$ cat src/rtl/regfile_ctrl_pkg.sv
// Shared types for the register-file command sequencer: opcodes, sequencer
// states and default datapath geometry.
package regfile_ctrl_pkg;

    localparam int DW_DEF = 8;
    localparam int AW_DEF = 2;

    typedef enum logic [1:0] {
        OP_LDI = 2'b00,
        OP_MOV = 2'b01,
        OP_SWP = 2'b10,
        OP_RD  = 2'b11
    } op_e;

    typedef enum logic [2:0] {
        S_IDLE  = 3'd0,
        S_W_IMM = 3'd1,
        S_R_A   = 3'd2,
        S_R_B   = 3'd3,
        S_W_A   = 3'd4,
        S_W_B   = 3'd5,
        S_RSP   = 3'd6
    } state_e;

endpackage

$ cat src/rtl/regfile_ctrl_if.sv
// Command, response and register-file control bundle of regfile_ctrl.
// The slave modport is the controller's view; master is the environment's.
interface regfile_ctrl_if
    import regfile_ctrl_pkg::*;
#(
    parameter int DW = DW_DEF,
    parameter int AW = AW_DEF
);

    logic          cmd_valid;
    logic          cmd_ready;
    logic [1:0]    cmd_op;
    logic [AW-1:0] cmd_rd;
    logic [AW-1:0] cmd_rs;
    logic [DW-1:0] cmd_imm;

    logic          rsp_valid;
    logic          rsp_ready;
    logic [DW-1:0] rsp_data;

    logic [AW-1:0] rf_a_write;
    logic          rf_en_decode;
    logic          rf_crw;
    logic [DW-1:0] rf_din;
    logic [AW-1:0] rf_a_read;
    logic          rf_en_tri;
    logic [DW-1:0] rf_dout;

    modport slave (
        input  cmd_valid, cmd_op, cmd_rd, cmd_rs, cmd_imm,
        output cmd_ready,
        output rsp_valid, rsp_data,
        input  rsp_ready,
        output rf_a_write, rf_en_decode, rf_crw, rf_din, rf_a_read, rf_en_tri,
        input  rf_dout
    );

    modport master (
        output cmd_valid, cmd_op, cmd_rd, cmd_rs, cmd_imm,
        input  cmd_ready,
        input  rsp_valid, rsp_data,
        output rsp_ready,
        input  rf_a_write, rf_en_decode, rf_crw, rf_din, rf_a_read, rf_en_tri,
        output rf_dout
    );

endinterface

$ cat src/rtl/regfile_ctrl.sv
// Expands LDI/MOV/SWP/RD commands into fixed register-file control sequences.
// Every output is a flop whose next value is decoded from the next state.
module regfile_ctrl
    import regfile_ctrl_pkg::*;
#(
    parameter int DW = DW_DEF,
    parameter int AW = AW_DEF
) (
    input  logic          clk,
    input  logic          clr,
    regfile_ctrl_if.slave bus
);

    state_e        state_q, state_d;
    op_e           op_q, op_d;
    logic [AW-1:0] rd_q, rd_d;
    logic [AW-1:0] rs_q, rs_d;
    logic [DW-1:0] imm_q, imm_d;
    logic [DW-1:0] tmp_a_q, tmp_a_d;
    logic [DW-1:0] tmp_b_q, tmp_b_d;

    logic          cmd_ready_q, cmd_ready_d;
    logic          rsp_valid_q, rsp_valid_d;
    logic [AW-1:0] rf_a_write_q, rf_a_write_d;
    logic          rf_en_decode_q, rf_en_decode_d;
    logic [DW-1:0] rf_din_q, rf_din_d;
    logic [AW-1:0] rf_a_read_q, rf_a_read_d;
    logic          rf_en_tri_q, rf_en_tri_d;

    // Sequencing and field latching
    always_comb begin
        state_d = state_q;
        op_d    = op_q;
        rd_d    = rd_q;
        rs_d    = rs_q;
        imm_d   = imm_q;
        tmp_a_d = tmp_a_q;
        tmp_b_d = tmp_b_q;

        case (state_q)
            S_IDLE: begin
                if (bus.cmd_valid) begin
                    op_d    = op_e'(bus.cmd_op);
                    rd_d    = bus.cmd_rd;
                    rs_d    = bus.cmd_rs;
                    imm_d   = bus.cmd_imm;
                    state_d = (op_e'(bus.cmd_op) == OP_LDI) ? S_W_IMM : S_R_A;
                end
            end
            S_W_IMM: state_d = S_IDLE;
            S_R_A: begin
                tmp_a_d = bus.rf_dout;
                case (op_q)
                    OP_SWP:  state_d = S_R_B;
                    OP_MOV:  state_d = S_W_A;
                    default: state_d = S_RSP;
                endcase
            end
            S_R_B: begin
                tmp_b_d = bus.rf_dout;
                state_d = S_W_A;
            end
            S_W_A:   state_d = (op_q == OP_SWP) ? S_W_B : S_IDLE;
            S_W_B:   state_d = S_IDLE;
            S_RSP:   state_d = bus.rsp_ready ? S_IDLE : S_RSP;
            default: state_d = S_IDLE;
        endcase
    end

    // Output decode from the upcoming state, so each output flop lines up with its state
    always_comb begin
        cmd_ready_d    = (state_d == S_IDLE);
        rsp_valid_d    = (state_d == S_RSP);
        rf_a_write_d   = '0;
        rf_en_decode_d = 1'b0;
        rf_din_d       = '0;
        rf_a_read_d    = '0;
        rf_en_tri_d    = 1'b0;

        case (state_d)
            S_W_IMM: begin
                rf_a_write_d   = rd_d;
                rf_en_decode_d = 1'b1;
                rf_din_d       = imm_d;
            end
            S_R_A: begin
                rf_a_read_d = rs_d;
                rf_en_tri_d = 1'b1;
            end
            S_R_B: begin
                rf_a_read_d = rd_d;
                rf_en_tri_d = 1'b1;
            end
            S_W_A: begin
                rf_a_write_d   = rd_d;
                rf_en_decode_d = 1'b1;
                rf_din_d       = tmp_a_d;
            end
            S_W_B: begin
                rf_a_write_d   = rs_d;
                rf_en_decode_d = 1'b1;
                rf_din_d       = tmp_b_d;
            end
            default: ;
        endcase
    end

    always_ff @(posedge clk or negedge clr) begin
        if (!clr) begin
            state_q        <= S_IDLE;
            op_q           <= OP_LDI;
            rd_q           <= '0;
            rs_q           <= '0;
            imm_q          <= '0;
            tmp_a_q        <= '0;
            tmp_b_q        <= '0;
            cmd_ready_q    <= 1'b1;
            rsp_valid_q    <= 1'b0;
            rf_a_write_q   <= '0;
            rf_en_decode_q <= 1'b0;
            rf_din_q       <= '0;
            rf_a_read_q    <= '0;
            rf_en_tri_q    <= 1'b0;
        end else begin
            state_q        <= state_d;
            op_q           <= op_d;
            rd_q           <= rd_d;
            rs_q           <= rs_d;
            imm_q          <= imm_d;
            tmp_a_q        <= tmp_a_d;
            tmp_b_q        <= tmp_b_d;
            cmd_ready_q    <= cmd_ready_d;
            rsp_valid_q    <= rsp_valid_d;
            rf_a_write_q   <= rf_a_write_d;
            rf_en_decode_q <= rf_en_decode_d;
            rf_din_q       <= rf_din_d;
            rf_a_read_q    <= rf_a_read_d;
            rf_en_tri_q    <= rf_en_tri_d;
        end
    end

    // tmp_a is frozen while in RSP, so it doubles as the held response data
    assign bus.cmd_ready    = cmd_ready_q;
    assign bus.rsp_valid    = rsp_valid_q;
    assign bus.rsp_data     = tmp_a_q;
    assign bus.rf_a_write   = rf_a_write_q;
    assign bus.rf_en_decode = rf_en_decode_q;
    assign bus.rf_crw       = rf_en_decode_q;
    assign bus.rf_din       = rf_din_q;
    assign bus.rf_a_read    = rf_a_read_q;
    assign bus.rf_en_tri    = rf_en_tri_q;

endmodule

$ cat src/flat_wrapper.sv
// flat-port wrapper written by rule: the top's interface ports become plain ports
module regfile_ctrl_flat import regfile_ctrl_pkg::*;
#(
    parameter int DW = DW_DEF,
    parameter int AW = AW_DEF
)
  (clk, clr, bus_cmd_valid, bus_cmd_op, bus_cmd_rd, bus_cmd_rs, bus_cmd_imm, bus_cmd_ready, bus_rsp_valid, bus_rsp_data, bus_rsp_ready, bus_rf_a_write, bus_rf_en_decode, bus_rf_crw, bus_rf_din, bus_rf_a_read, bus_rf_en_tri, bus_rf_dout);
  regfile_ctrl_if #(.DW(DW), .AW(AW)) bus_i ();
  input  logic clk;
  input  logic clr;
  input wire logic [$bits(bus_i.cmd_valid)-1:0] bus_cmd_valid;
  input wire logic [$bits(bus_i.cmd_op)-1:0] bus_cmd_op;
  input wire logic [$bits(bus_i.cmd_rd)-1:0] bus_cmd_rd;
  input wire logic [$bits(bus_i.cmd_rs)-1:0] bus_cmd_rs;
  input wire logic [$bits(bus_i.cmd_imm)-1:0] bus_cmd_imm;
  output wire logic [$bits(bus_i.cmd_ready)-1:0] bus_cmd_ready;
  output wire logic [$bits(bus_i.rsp_valid)-1:0] bus_rsp_valid;
  output wire logic [$bits(bus_i.rsp_data)-1:0] bus_rsp_data;
  input wire logic [$bits(bus_i.rsp_ready)-1:0] bus_rsp_ready;
  output wire logic [$bits(bus_i.rf_a_write)-1:0] bus_rf_a_write;
  output wire logic [$bits(bus_i.rf_en_decode)-1:0] bus_rf_en_decode;
  output wire logic [$bits(bus_i.rf_crw)-1:0] bus_rf_crw;
  output wire logic [$bits(bus_i.rf_din)-1:0] bus_rf_din;
  output wire logic [$bits(bus_i.rf_a_read)-1:0] bus_rf_a_read;
  output wire logic [$bits(bus_i.rf_en_tri)-1:0] bus_rf_en_tri;
  input wire logic [$bits(bus_i.rf_dout)-1:0] bus_rf_dout;
  assign bus_i.cmd_valid = bus_cmd_valid;
  assign bus_i.cmd_op = bus_cmd_op;
  assign bus_i.cmd_rd = bus_cmd_rd;
  assign bus_i.cmd_rs = bus_cmd_rs;
  assign bus_i.cmd_imm = bus_cmd_imm;
  assign bus_cmd_ready = bus_i.cmd_ready;
  assign bus_rsp_valid = bus_i.rsp_valid;
  assign bus_rsp_data = bus_i.rsp_data;
  assign bus_i.rsp_ready = bus_rsp_ready;
  assign bus_rf_a_write = bus_i.rf_a_write;
  assign bus_rf_en_decode = bus_i.rf_en_decode;
  assign bus_rf_crw = bus_i.rf_crw;
  assign bus_rf_din = bus_i.rf_din;
  assign bus_rf_a_read = bus_i.rf_a_read;
  assign bus_rf_en_tri = bus_i.rf_en_tri;
  assign bus_i.rf_dout = bus_rf_dout;
  regfile_ctrl #(.DW(DW), .AW(AW)) u_core (.clk(clk), .clr(clr), .bus(bus_i));
endmodule
$ cat config.mk
export PLATFORM = sky130hd
export DESIGN_NAME = regfile_ctrl_flat
export DESIGN_NICKNAME = d
export VERILOG_FILES = /design/src/rtl/regfile_ctrl_pkg.sv /design/src/rtl/regfile_ctrl_if.sv /design/src/rtl/regfile_ctrl.sv /design/src/flat_wrapper.sv
export SDC_FILE = /design/constraint.sdc
export NUM_CORES = 1
export LEC_CHECK = 0
export BUFFER_PORTS_ARGS = -buffer_cell sky130_fd_sc_hd__buf_2
export CORE_ASPECT_RATIO = 1.75
export CORE_MARGIN = 2
export CORE_UTILIZATION = 53
export DETAILED_ROUTE_END_ITERATION = 8
export PLACE_DENSITY_LB_ADDON = 0.25
export SLEW_MARGIN = 20
export SYNTH_ARGS = -nofsm -noshare
export SYNTH_HDL_FRONTEND = slang
export SYNTH_SLANG_ARGS = --single-unit
$ cat constraint.sdc
create_clock -name clk -period 4.9 [get_ports clk]
set_clock_uncertainty 0.1 [all_clocks]
set_input_delay 0.245 -clock clk [delete_from_list [all_inputs] [get_ports clk]]
set_output_delay 0.245 -clock clk [all_outputs]
set_load 0.02 [all_outputs]
Word-level counts from Yosys, hierarchy flattened
Index checks and enable logic that the tools add are counted.

Register bits after elaboration: 49. Output and inout bits: 25. Logic and storage cells: 52.

Equal/unequal tests: 12. Multiplexer cells: 19. Reduce and logical (&&, ||, !) cells: 7.

Operators with widths (count): $mux 8 (4); $pmux 8 s3 (1); $eq 3x3->1 const B (5); $pmux 3 s5 (1); $eq 3x2->1 const B (4); $mux 2 (5); $mux 3 (3); $pmux 2 s2 (2); $logic_not 3->1 (2); $pmux 3 s2 (1); $reduce_or 2->1 (2); $eq 3x1->1 const B (1); $reduce_or 3->1 (1); $eq 2x1->1 const B (1); $eq 2x2->1 const B (1); $logic_not 2->1 (1); $mux 1 (2); $reduce_and 2->1 (1).

Longest topological paths before layout
Depth after elaboration: 7. Gate-level depth with buffers: 6.

Worst setup path after synthesis
OpenSTA, ideal clock, no wires.

Kind: register to register. Start: reg u_core.state_q[1]. End: reg u_core.rf_a_write_q[1], in the netlist u_core.bus.rf_a_write[1]. Library setup time: 78 ps. Arrival time: 1610 ps. Path slack: 3112 ps. Stages on the path, launching flop included: 6. Period minus slack after synthesis: 1788 ps. Cell sequence: dfrtp_1 buf_4 nor4b_4 nor3b_4 nor2b_2 o2bb2ai_1.

Word-level cells in the longest chain between the ends: 5. Elaborated cells on any way between the ends: 14. Classes of those cells: eq/ne (7); mux (5); reduce/logical (2).

Ends and longest elaborated chain: start, declared (line regfile_ctrl.sv:14) `state_e state_q, state_d;`; start signal, assigned (line regfile_ctrl.sv:125) `state_q <= state_d;`; $eq 3x3->1 (tied with other cells) (line regfile_ctrl.sv:40) `case (state_q)`; $pmux 3 s5 (line regfile_ctrl.sv:40); $eq 3x1->1 / $eq 3x3->1 (equally long branches) (line regfile_ctrl.sv:80) `case (state_d)`; $reduce_or 2->1 (no source line); $pmux 2 s2 (*) (line regfile_ctrl.sv:80); named net u_core.rf_a_write_d[1] (line regfile_ctrl.sv:24) `logic [AW-1:0] rf_a_write_q, rf_a_write_d;`; end signal, assigned (line regfile_ctrl.sv:134) `rf_a_write_q <= rf_a_write_d;`; end, declared (line regfile_ctrl.sv:24).

The timed path passes the listed nets; every way through them passes the cells marked *. A chain may end at the register's enable or synchronous reset.

Worst setup path after layout
Start: reg u_core.state_q[1]. End: reg u_core.rf_a_write_q[0], in the netlist u_core.bus.rf_a_write[0].

The elaborated chain is that of the path after synthesis.

==> impl_metrics.env <==
export IMPL_status="finished clean"
export IMPL_synth_fa_ha_area_share_pct=0
export IMPL_grt_pass1_vias=1209
export IMPL_cts_buffers=5
export IMPL_cp_end_kind="flop"
export IMPL_hold_class="input port to flop"
export IMPL_fin_tns_setup_ps=0
export IMPL_yosysWarnings=0
export IMPL_dp_cells=221
export IMPL_drt_antenna_violating_nets=0
export IMPL_path_clk_slew_ps=70
export IMPL_cp_arrival_ps=2280
export IMPL_hold_depth=3
export IMPL_r2r_end="u_core.bus.rf_a_write[0]"
export IMPL_path_max_fanout=10
export IMPL_layout_commonest_cell="buf_2"
export IMPL_nets=212
export IMPL_drv_slew=0
export IMPL_area_growth_pct=24.2
export IMPL_cpPeakStageDelay_ps=650
export IMPL_slowest_stage="nor4b_4"
export IMPL_instances_no_fill=230
export IMPL_drv_cap=0
export IMPL_cts_sinks=41
export IMPL_synthSimpleGateAreaFrac_pct=15.5
export IMPL_synth_distinct_cells=31
export IMPL_max_freq_ghz=0.461
export IMPL_min_period_ps=2170
export IMPL_reg2reg_depth=4
export IMPL_crit_required_ps=5010
export IMPL_grt_max_degree=42
export IMPL_grt_overflow=0
export IMPL_dieArea_sq_um=3720
export IMPL_rows=27
export IMPL_synthCells=134
export IMPL_synthMuxAreaShare_pct=14.3
export IMPL_wirelength_mm=3.27
export IMPL_dieHeight_microns=79.2
export IMPL_reg2reg_from="u_core.state_q[1]"
export IMPL_htree_levels=2
export IMPL_synth_top_family_by_area="simple AND/OR/NAND/NOR gates"
export IMPL_core_sq_um=3110
export IMPL_post_cts_buffers=0
export IMPL_gp_congestion=0.880
export IMPL_grt_first_pass_wirelength_mm=5.14
export IMPL_io_pins=51
export IMPL_cts_tree="done"
export IMPL_cts_resized=0
export IMPL_rsz0062_at_grt="false"
export IMPL_finalHoldViolations=0
export IMPL_tightest_slew_ps=869
export IMPL_post_route_period_util_pct=44.3
export IMPL_drc=0
export IMPL_slew_headroom_pct=42.1
export IMPL_path_cells="nor4b_4 > nor3b_4 > nor2b_2 > o2bb2ai_1"
export IMPL_syn_cell_area_sq_um=1710
export IMPL_ys_seq_area_share_pct=59.9
export IMPL_die_w_microns=47.0
export IMPL_path_depth=4
export IMPL_clock_path_buffers=2
export IMPL_diodes=0
export IMPL_cts_root_buffer="clkbuf_8"
export IMPL_drive_gt1_share_pct=44.9
export IMPL_r2r_slack_ps=2730
export IMPL_power_leakage_uw=0.00107
export IMPL_dr_pass1_iters=4
export IMPL_syn_avg_cell_area_sq_um=12.8
export IMPL_synth_compound_area_share_pct=7.15
export IMPL_grt_use_total_pct=19.3
export IMPL_vias_per_cell=5.19
export IMPL_syn_nets=160
export IMPL_startpoint_type="flop"
export IMPL_hp_start="bus_cmd_rs[0]"
export IMPL_insertion_delay_ps=290
export IMPL_synthXorXnorAreaFrac_pct=0.511
export IMPL_drtIter0Drc=25
export IMPL_dp_final_hpwl_mm=2.32
export IMPL_ys_ff_latch=41
export IMPL_vdd_drop_max_mv=0.392
export IMPL_initial_core_util_pct=55.2
export IMPL_vias=1193
export IMPL_crit_type="flop to flop"
export IMPL_wl_per_cell_microns=14.2
export IMPL_antenna_found_initial=0
export IMPL_p_per_area_nw_per_um2=684
export IMPL_setup_violations=0
export IMPL_path_buf_inv=0
export IMPL_final_cell_mix="buf_2, dfrtp_1, mux2_2"
export IMPL_hold_end="u_core.bus.rf_a_read[0]"
export IMPL_cp_startpoint="u_core.state_q[1]"
export IMPL_numPortBuffers=50
export IMPL_cp_top_family="simple AND/OR/NAND/NOR gates"
export IMPL_cts_hold_fix_buffers=1
[worst register-to-register path: cells and delay by family, from the launching register on]
family	cells	cell delay [ps]
AO/OA/AOI/OAI	1	170
flip-flops	1	480
AND/OR/NAND/NOR	3	1340
[cells in the mapped netlist, drive strengths merged]
cell,count,share of area (%)
o21ai,6,1.8
nor2,3,0.66
nand2b,10,3.6
o21a,1,0.44
clkbuf,1,0.22
dfstp,1,1.5
dfrtp,40,58
nor3b,2,1.8
mux2,20,13
nor2b,5,2.0
or3b,1,0.51
nand2,15,3.3
a22oi,8,3.5
nor4b,1,1.4
nand3,1,0.29
xor2,1,0.51
inv,3,0.66
a211oi,1,0.44
o2bb2ai,2,1.0
nor3,1,0.29
and3,1,0.37
buf,5,1.7
nand4b,1,0.51
nand3b,1,0.44
mux2i,2,1.2
and2,1,0.37
[worst max path at each step]
stage / to / slack (ps)
6_report: u_core.bus.rf_a_write[0] / 2730
3_3_place_gp: u_core.bus.rf_a_write[1] / 2850
5_1_grt: u_core.bus.rf_a_write[1] / 2600
4_1_cts: u_core.bus.rf_a_write[1] / 2710
3_5_place_dp: u_core.bus.rf_a_write[1] / 2750
2_1_floorplan: u_core.bus.rf_a_write[1] / 3110
[area by class of cell]
type	instances	area, sq um
multi-input cells	84	643
fillers	238	978
flip-flops and latches	41	1030
repair buffers	51	260
clock buffers	5	68.8
inverters	3	11.3
well taps	43	53.8
clock inverters	3	65.1
[power breakdown]
part,switching (uW),internal [uW]
Combinational,313,247
Clock,114,202
Sequential,85.1,495
[metrics by stage]
| step | area (sq um) | utilization (%) | setup slack, ps | hold WS, ps | total power [uW] |
|---|---|---|---|---|---|
| final | 2130 | 68.5 | 2730 | 84.4 | 1460 |
| after global routing | 2130 | 68.5 | 2600 | 84.8 | 1540 |
| after detailed placement | 1990 | 63.9 | 2750 | 314 | 1150 |
| after floorplan | 1710 | - | 3110 | -151 | 990 |
| after CTS | 2130 | 68.5 | 2710 | 77.8 | 1470 |
| after global placement | 1990 | 63.9 | 2850 | 297 | 1130 |
[kinds of logic after synthesis]
family,count (synthesis)
and+or+nand+nor,43
DFF,41
muxes,22
AOI/OAI and AO/OA,18
buffers and inverters,9
xor gates and xnor gates,1
[sequential cells by signal, summed over array words and instances (netlist names)]
| register | count |
|---|---|
| u_core.bus.rf_a_write | 2 |
| u_core.bus.rf_a_read | 2 |
| u_core.tmp_b_q | 8 |
| u_core.state_q | 3 |
| u_core.bus.rsp_data | 8 |
| u_core.bus.rf_en_tri | 1 |
| u_core.bus.rsp_valid | 1 |
| u_core.bus.rf_crw | 1 |
| u_core.bus.cmd_ready | 1 |
| u_core.op_q | 2 |
| u_core.bus.rf_din | 8 |
| u_core.rd_q | 2 |
| u_core.rs_q | 2 |
[layer usage]
layer  vias up  track usage, %  share of wire [%]
li1        566               -                  -
met1       578            22.6                 39
met2        44            30.8                 54
met3         5            5.45                5.8
met4         0            10.0                1.8
met5         -               0                  0
Power figures use the tool's default switching activity.
